File: config.mk
export PLATFORM = sky130hd
export DESIGN_NAME = call_stack
export DESIGN_NICKNAME = d
export VERILOG_FILES = /design/src/rtl/call_stack.sv
export SDC_FILE = /design/constraint.sdc
export NUM_CORES = 1
export LEC_CHECK = 0
export CORE_MARGIN = 5
export CORE_UTILIZATION = 30
export DETAILED_ROUTE_END_ITERATION = 7
export GPL_TIMING_DRIVEN = 1
export PLACE_DENSITY = 0.45
export SLEW_MARGIN = 40
export SYNTH_ARGS = -nofsm -noshare
export SYNTH_HDL_FRONTEND = slang
export SYNTH_SLANG_ARGS = --single-unit
File: constraint.sdc
create_clock -name clk -period 2.96 [get_ports clk]
set_clock_uncertainty 0.2 [all_clocks]
set_input_delay 0.74 -clock clk [delete_from_list [all_inputs] [get_ports clk]]
set_output_delay 0.74 -clock clk [all_outputs]
set_load 0.005 [all_outputs]
File: src/rtl/call_stack.sv
// Return-address stack for a subroutine-capable controller.
// Top of stack is read combinationally; every request completes at the sampling edge.
module call_stack #(
  parameter int unsigned DEPTH = 8,
  parameter int unsigned WIDTH = 12,
  localparam int unsigned AW = $clog2(DEPTH),
  localparam int unsigned PW = AW + 1
) (
  input  logic             clk,
  input  logic             rst,
  input  logic             stack_push,
  input  logic             stack_pop,
  input  logic [WIDTH-1:0] data_in,
  output logic [WIDTH-1:0] data_out,
  output logic [PW-1:0]    count,
  output logic             empty,
  output logic             full,
  output logic             stack_overflow,
  output logic             stack_underflow
);

  localparam logic [PW-1:0] SpOne  = PW'(1);
  localparam logic [PW-1:0] SpFull = PW'(DEPTH);

  logic [WIDTH-1:0] r_mem [DEPTH];
  logic [PW-1:0]    r_sp;
  logic             r_ovf;
  logic             r_unf;

  logic             w_empty;
  logic             w_full;
  logic [AW-1:0]    w_top_idx;
  logic [AW-1:0]    w_wr_idx;

  assign w_empty   = (r_sp == '0);
  assign w_full    = (r_sp == SpFull);
  // Low bits wrap to DEPTH-1 when sp == DEPTH, which is exactly the top slot.
  assign w_top_idx = r_sp[AW-1:0] - AW'(1);
  assign w_wr_idx  = r_sp[AW-1:0];

  assign data_out        = w_empty ? '0 : r_mem[w_top_idx];
  assign count           = r_sp;
  assign empty           = w_empty;
  assign full            = w_full;
  assign stack_overflow  = r_ovf;
  assign stack_underflow = r_unf;

  always_ff @(posedge clk) begin
    if (rst) begin
      r_sp  <= '0;
      r_ovf <= 1'b0;
      r_unf <= 1'b0;
      for (int i = 0; i < int'(DEPTH); i++) begin
        r_mem[i] <= '0;
      end
    end else if (stack_push && stack_pop) begin
      if (w_empty) begin
        r_mem[0] <= data_in;
        r_sp     <= SpOne;
      end else begin
        r_mem[w_top_idx] <= data_in;
      end
    end else if (stack_push) begin
      if (w_full) begin
        r_ovf <= 1'b1;
      end else begin
        r_mem[w_wr_idx] <= data_in;
        r_sp            <= r_sp + SpOne;
      end
    end else if (stack_pop) begin
      if (w_empty) begin
        r_unf <= 1'b1;
      end else begin
        r_sp <= r_sp - SpOne;
      end
    end
  end

endmodule

==> flow_metrics.env, run 1 <==
export IMPL_die_h_um=141
export IMPL_finalWeightedCongestion=0.813
export IMPL_place_area_um2=6100
export IMPL_grt_max_degree=35
export IMPL_violations="negative setup slack"
export IMPL_clk_latency_ns=0.35
export IMPL_dp_cells=665
export IMPL_report_final_slew_viol_count=0
export IMPL_cp_arrival_ns=2.08
export IMPL_fin_crit_sh=1.02
export IMPL_grt_first_pass_wirelength_mm=22.6
export IMPL_ys_seq_area_frac=0.580
export IMPL_hpwl_mm=9.47
export IMPL_hold_path_end="stack_underflow"
export IMPL_hold_worst_slack_ns=0.275
export IMPL_min_delay_path_class="flop to flop"
export IMPL_max_stage_delay_ns=0.36
export IMPL_tightest_slew_ns=0.612
export IMPL_crit_slowest_cell="dfxtp_2"
export IMPL_peakVddDrop_mv=0.365
export IMPL_relSlewSlack=0.591
export IMPL_rows=48
export IMPL_cts_tree="built"
export IMPL_cts_buffers=9
export IMPL_crit_fanout=6
export IMPL_grt_usage=0.153
export IMPL_drive_gt1_frac=0.301
export IMPL_yosysWarnings=0
export IMPL_worst_setup_path_end_kind="primary output"
export IMPL_nFillCells=1625
export IMPL_syn_to_final_growth_pct=28.3
export IMPL_fin_setup_tns_ns=-0.0637
export IMPL_antenna_found_initial=0
export IMPL_syn_nets=412
export IMPL_r2r_start="count[0]"
export IMPL_reg2reg_to="r_mem[7][7]"
export IMPL_drv_cap=0
export IMPL_p_per_area_nw_per_um2=953
export IMPL_place_ws_ns=-0.144
export IMPL_drt_wl_total_mm=14.6
export IMPL_syn_avg_cell_area_um2=13.2
export IMPL_antenna_cells=0
export IMPL_grt_ovfl_total=0
export IMPL_drc=0
export IMPL_p_leak_nw=2.70
export IMPL_path_clk_slew_ns=0.07
export IMPL_worst_ep_required_time_ns=2.02
export IMPL_drt_iter0_drc=209
export IMPL_die_area_um2=20000
export IMPL_hold_depth=2
export IMPL_ios=36
export IMPL_fmax_mhz=331
export IMPL_cts_root_buf="clkbuf_16"
export IMPL_yosys_area_top_type="edfxtp_1"
export IMPL_cts_sinks=102
export IMPL_start_kind="flop"
export IMPL_final_cell_mix="edfxtp_1 (96), and3_1 (43), buf_4 (41)"
export IMPL_yosysUniqueCellTypes=52
export IMPL_yosys_area_top_type_share=0.557
export IMPL_dr_pass1_iters=4
export IMPL_postSynth_asyncResetShare=0
export IMPL_h_tree_depth=3
export IMPL_synth_flop_cell="edfxtp_1"
export IMPL_reg2reg_depth=9
export IMPL_status="finished, violations left"
export IMPL_synth_edf_count=96
export IMPL_syn_area_um2=5180
export IMPL_synth_seq_cells=102
export IMPL_vias=3511
export IMPL_clockBufferDepth=2
export IMPL_setup_ws_ns=-0.0637
export IMPL_initial_core_util=0.303
export IMPL_io_buffer_count=35
export IMPL_vias_per_cell=5.02
export IMPL_grt_pass1_vias=3713
export IMPL_min_period_ns=3.02
export IMPL_crit_chain="inv_2, ha_4, mux4_2, a22o_1, a221o_1, buf_2"
export IMPL_fin_nets=491
export IMPL_synth_area_leaders="edfxtp_1 (56%), mux4_2 (11%), and3_1 (5.2%)"
export IMPL_die_w_um=141
export IMPL_grt_setup_unrepaired="true"
export IMPL_mostFrequentLayoutCell="edfxtp_1"
export IMPL_synthCells=392
export IMPL_ant_nets=0
export IMPL_fin_area_um2=6650
export IMPL_hold_viol=0
export IMPL_layoutNonFillerInstCount=700
export IMPL_hold_start="stack_underflow"
export IMPL_setup_viol=1
export IMPL_critPathKind="flop to primary output"
export IMPL_core_area_um2=17100
export IMPL_r2r_slack_ns=0.42
export IMPL_hold_buffers=0
export IMPL_wl_per_cell_um=20.9
[state kept, by name, summed over array words and instances (netlist names)]
register and cells:
count 4, r_mem 96, stack_overflow 1, stack_underflow 1
[logic make-up (layout without fill, tap and decap cells)]
family / count (synthesis) / in the layout / share of synthesized area
compound gates: 64 / 64 / 0.0833
fa+ha+maj: 4 / 4 / 0.0111
simple gates: 152 / 152 / 0.159
flops: 102 / 102 / 0.580
buf+inv: 38 / 121 / 0.0432
mux: 29 / 29 / 0.118
xor+xnor: 3 / 3 / 0.00507
[power by group]
part           total [mW]  switching (mW)  internal (mW)
Sequential           1.83          0.0598           1.77
Combinational        3.35            1.66           1.69
Clock                1.15           0.568          0.583
Total                6.33            2.28           4.05
[per-stage QoR]
stage	util	power [mW]
final	0.388	6.33
after global placement	0.356	4.66
after CTS	0.385	6.31
after detailed placement	0.356	4.65
after global routing	0.388	6.70
after floorplan	-	3.40
[critical path, delay by kind of cell, from the launching register on]
kind	cells	cell delay, ns
flops	1	0.36
buf+inv	2	0.19
fa+ha+maj	1	0.35
compound gates	2	0.49
mux	1	0.33
[layer usage]
layer | wire length [um] | up-vias | track usage
met3 | 529 | 16 | 0.0297
met4 | 304 | 0 | 0.0495
met2 | 7280 | 87 | 0.257
met5 | 0 | - | 0
met1 | 6490 | 1774 | 0.199
li1 | - | 1634 | -
[what timing repair did]
| action | in CTS | in global routing |
|---|---|---|
| gates resized for setup | 67 | 29 |
| setup buffers | 14 | 5 |
| gates cloned | 2 | 0 |
| pin swaps | 2 | 4 |
| setup endpoints to repair | 12 | 12 |
[cell type report]
type | instances | area (um^2) | share of cell area
sequential | 102 | 3000 | 0.452
multi-input combinational | 252 | 2010 | 0.303
timing repair buffer | 101 | 1050 | 0.158
tap | 225 | 282 | 0.0424
clock buffer | 9 | 225 | 0.0339
clock inverter | 6 | 53.8 | 0.00810
inverter | 5 | 18.8 | 0.00282
[synthesized netlist by cell type, types with 2 or more instances]
library cell,count
a21oi_1,6
nor2b_1,4
buf_4,4
and3_1,43
nand2_1,32
mux2i_1,2
dfxtp_1,6
edfxtp_1,96
mux4_2,25
mux2_4,2
a21o_1,8
and2b_1,13
nand2b_1,3
o21ai_0,25
buf_6,7
inv_1,5
nor2_1,39
clkbuf_1,10
ha_1,3
nand3_1,3
xor2_1,2
buf_2,11
a21boi_0,11
nor3_1,4
[how the worst max path moves through the flow]
stage / start / endpoint / slack, ns / cells after the start
2_1_floorplan: count[0] / data_out[1] / 0.17 / 8
3_3_place_gp: stack_pop / r_mem[6][1] / -0.10 / 6
3_5_place_dp: stack_pop / r_mem[6][1] / -0.14 / 6
4_1_cts: count[0] / data_out[8] / -0.10 / 8
5_1_grt: count[0] / data_out[10] / -0.15 / 6
6_report: count[0] / data_out[10] / -0.06 / 6
No activity file was read; power rests on OpenSTA's default activity.
==> run 2: changes to the inputs <==
CELL_PAD_IN_SITES_DETAIL_PLACEMENT = 0   (was unset)
CELL_PAD_IN_SITES_GLOBAL_PLACEMENT = 1   (was unset)
PLACE_DENSITY = 0.52   (was 0.45)
==> flow_metrics.env, run 2 (same netlist as run 1, synthesis figures left out) <==
export IMPL_cts_tree="built"
export IMPL_antenna_found_initial=0
export IMPL_peakVddDrop_mv=0.403
export IMPL_initial_core_util=0.303
export IMPL_start_kind="flop"
export IMPL_min_delay_path_class="flop to flop"
export IMPL_nFillCells=1651
export IMPL_io_buffer_count=35
export IMPL_cts_root_buf="clkbuf_16"
export IMPL_multi_input_area_um2=2030
export IMPL_hold_viol=0
export IMPL_min_period_ns=3.02
export IMPL_setup_viol=1
export IMPL_place_ws_ns=-0.0493
export IMPL_p_leak_nw=2.68
export IMPL_report_final_slew_viol_count=0
export IMPL_worst_ep_required_time_ns=2.02
export IMPL_die_w_um=141
export IMPL_antenna_cells=0
export IMPL_p_int_mw=4.06
export IMPL_vias_per_cell=4.91
export IMPL_die_h_um=141
export IMPL_worst_setup_path_end_kind="primary output"
export IMPL_p_comb_frac=0.528
export IMPL_drv_cap=0
export IMPL_grt_usage=0.151
export IMPL_dp_cells=664
export IMPL_violations="negative setup slack"
export IMPL_rows=48
export IMPL_setup_ws_ns=-0.0601
export IMPL_vias=3424
export IMPL_largest_reg_flops=96
export IMPL_pwr_share_seq=0.289
export IMPL_ant_nets=0
export IMPL_hpwl_mm=9.66
export IMPL_cp_arrival_ns=2.08
export IMPL_mostFrequentLayoutCell="edfxtp_1"
export IMPL_regArea_um2=3010
export IMPL_finalPower_mw=6.35
export IMPL_fin_nets=487
export IMPL_dr_pass1_iters=4
export IMPL_wl_per_cell_um=20.6
export IMPL_path_clk_slew_ns=0.07
export IMPL_grt_first_pass_wirelength_mm=22.1
export IMPL_hold_buffers=0
export IMPL_die_area_um2=20000
export IMPL_syn_to_final_growth_pct=28.0
export IMPL_post_route_util=0.387
export IMPL_final_cell_mix="edfxtp_1 (96), and3_1 (43), nor2_1 (39)"
export IMPL_h_tree_depth=3
export IMPL_grt_ovfl_total=0
export IMPL_drt_iter0_drc=204
export IMPL_core_area_um2=17100
export IMPL_clk_latency_ns=0.34
export IMPL_ios=36
export IMPL_cts_buffers=9
export IMPL_relSlewSlack=0.778
export IMPL_critPathKind="flop to primary output"
export IMPL_layoutNonFillerInstCount=697
export IMPL_p_clk_frac=0.184
export IMPL_p_per_area_nw_per_um2=957
export IMPL_fmax_mhz=331
export IMPL_drive_gt1_frac=0.314
export IMPL_grt_setup_unrepaired="true"
export IMPL_cts_sinks=102
export IMPL_drc=0
export IMPL_status="finished, violations left"
export IMPL_grt_max_degree=29
export IMPL_clockBufferDepth=2
export IMPL_top_register="r_mem"
export IMPL_tightest_slew_ns=0.324
export IMPL_crit_fanout=6
export IMPL_grt_pass1_vias=3635
export IMPL_swShare=0.360
export IMPL_finalWeightedCongestion=0.751
export IMPL_switchingPower_mw=2.29
export IMPL_drt_wl_total_mm=14.4
export IMPL_fin_crit_sh=1.02
-- run 2: final cells by class --
class | instances | share of cell area
multi-input cells | 252 | 0.307
inverters | 5 | 0.00283
flip-flops and latches | 102 | 0.453
repair buffers | 97 | 0.151
clock buffers | 9 | 0.0340
clock inverters | 7 | 0.00944
well taps | 225 | 0.0425
-- run 2: stage by stage --
step | area (um^2) | hold slack (ns) | TNS [ns]
after floorplan | 5180 | 0.260 | 0
after global placement | 6070 | 0.261 | -0.00302
after CTS | 6560 | 0.288 | -0.357
after detailed placement | 6070 | 0.269 | -0.0903
final | 6630 | 0.279 | -0.0601
after global routing | 6630 | 0.311 | -0.277
-- run 2: timing repair --
item	in CTS	in global routing
endpoints found under the hold margin	0	0
pin swaps	4	7
resized for setup	78	29
endpoints found under the setup margin	13	11
setup buffers	15	1
cloned	2	0
-- run 2: layer usage --
layer	up-vias	track usage	part of all wire
met4	0	0.0419	0.013
li1	1624	-	-
met1	1706	0.197	0.45
met5	-	0	0
met3	9	0.0297	0.049
met2	85	0.255	0.49
-- run 2: critical path, cell delays in order, from the launching register on --
cell and delay (ns):
dfxtp_2 0.36, inv_2 0.06, ha_4 0.35, mux4_2 0.33, a22o_1 0.23, a221o_1 0.27, buf_2 0.13
-- run 2: path summary, 6_finish.rpt --
kind / from / end / slack, ns / cells past startpoint
hold reg to reg: stack_overflow / stack_overflow / 0.28 / 2
setup reg to reg: count[0] / r_mem[3][10] / 0.35 / 10
setup / recovery: count[0] / data_out[10] / -0.06 / 6
hold / removal: stack_overflow / stack_overflow / 0.28 / 2
-- run 2: power groups by stage --
stage	clock, mW	combinational [mW]	sequential [mW]
3_3_place_gp	0	2.76	1.86
2_1_floorplan	0	1.56	1.85
6_report	1.17	3.35	1.83
3_5_place_dp	0	2.75	1.86
5_1_grt	1.25	3.60	1.85
4_1_cts	1.20	3.26	1.83
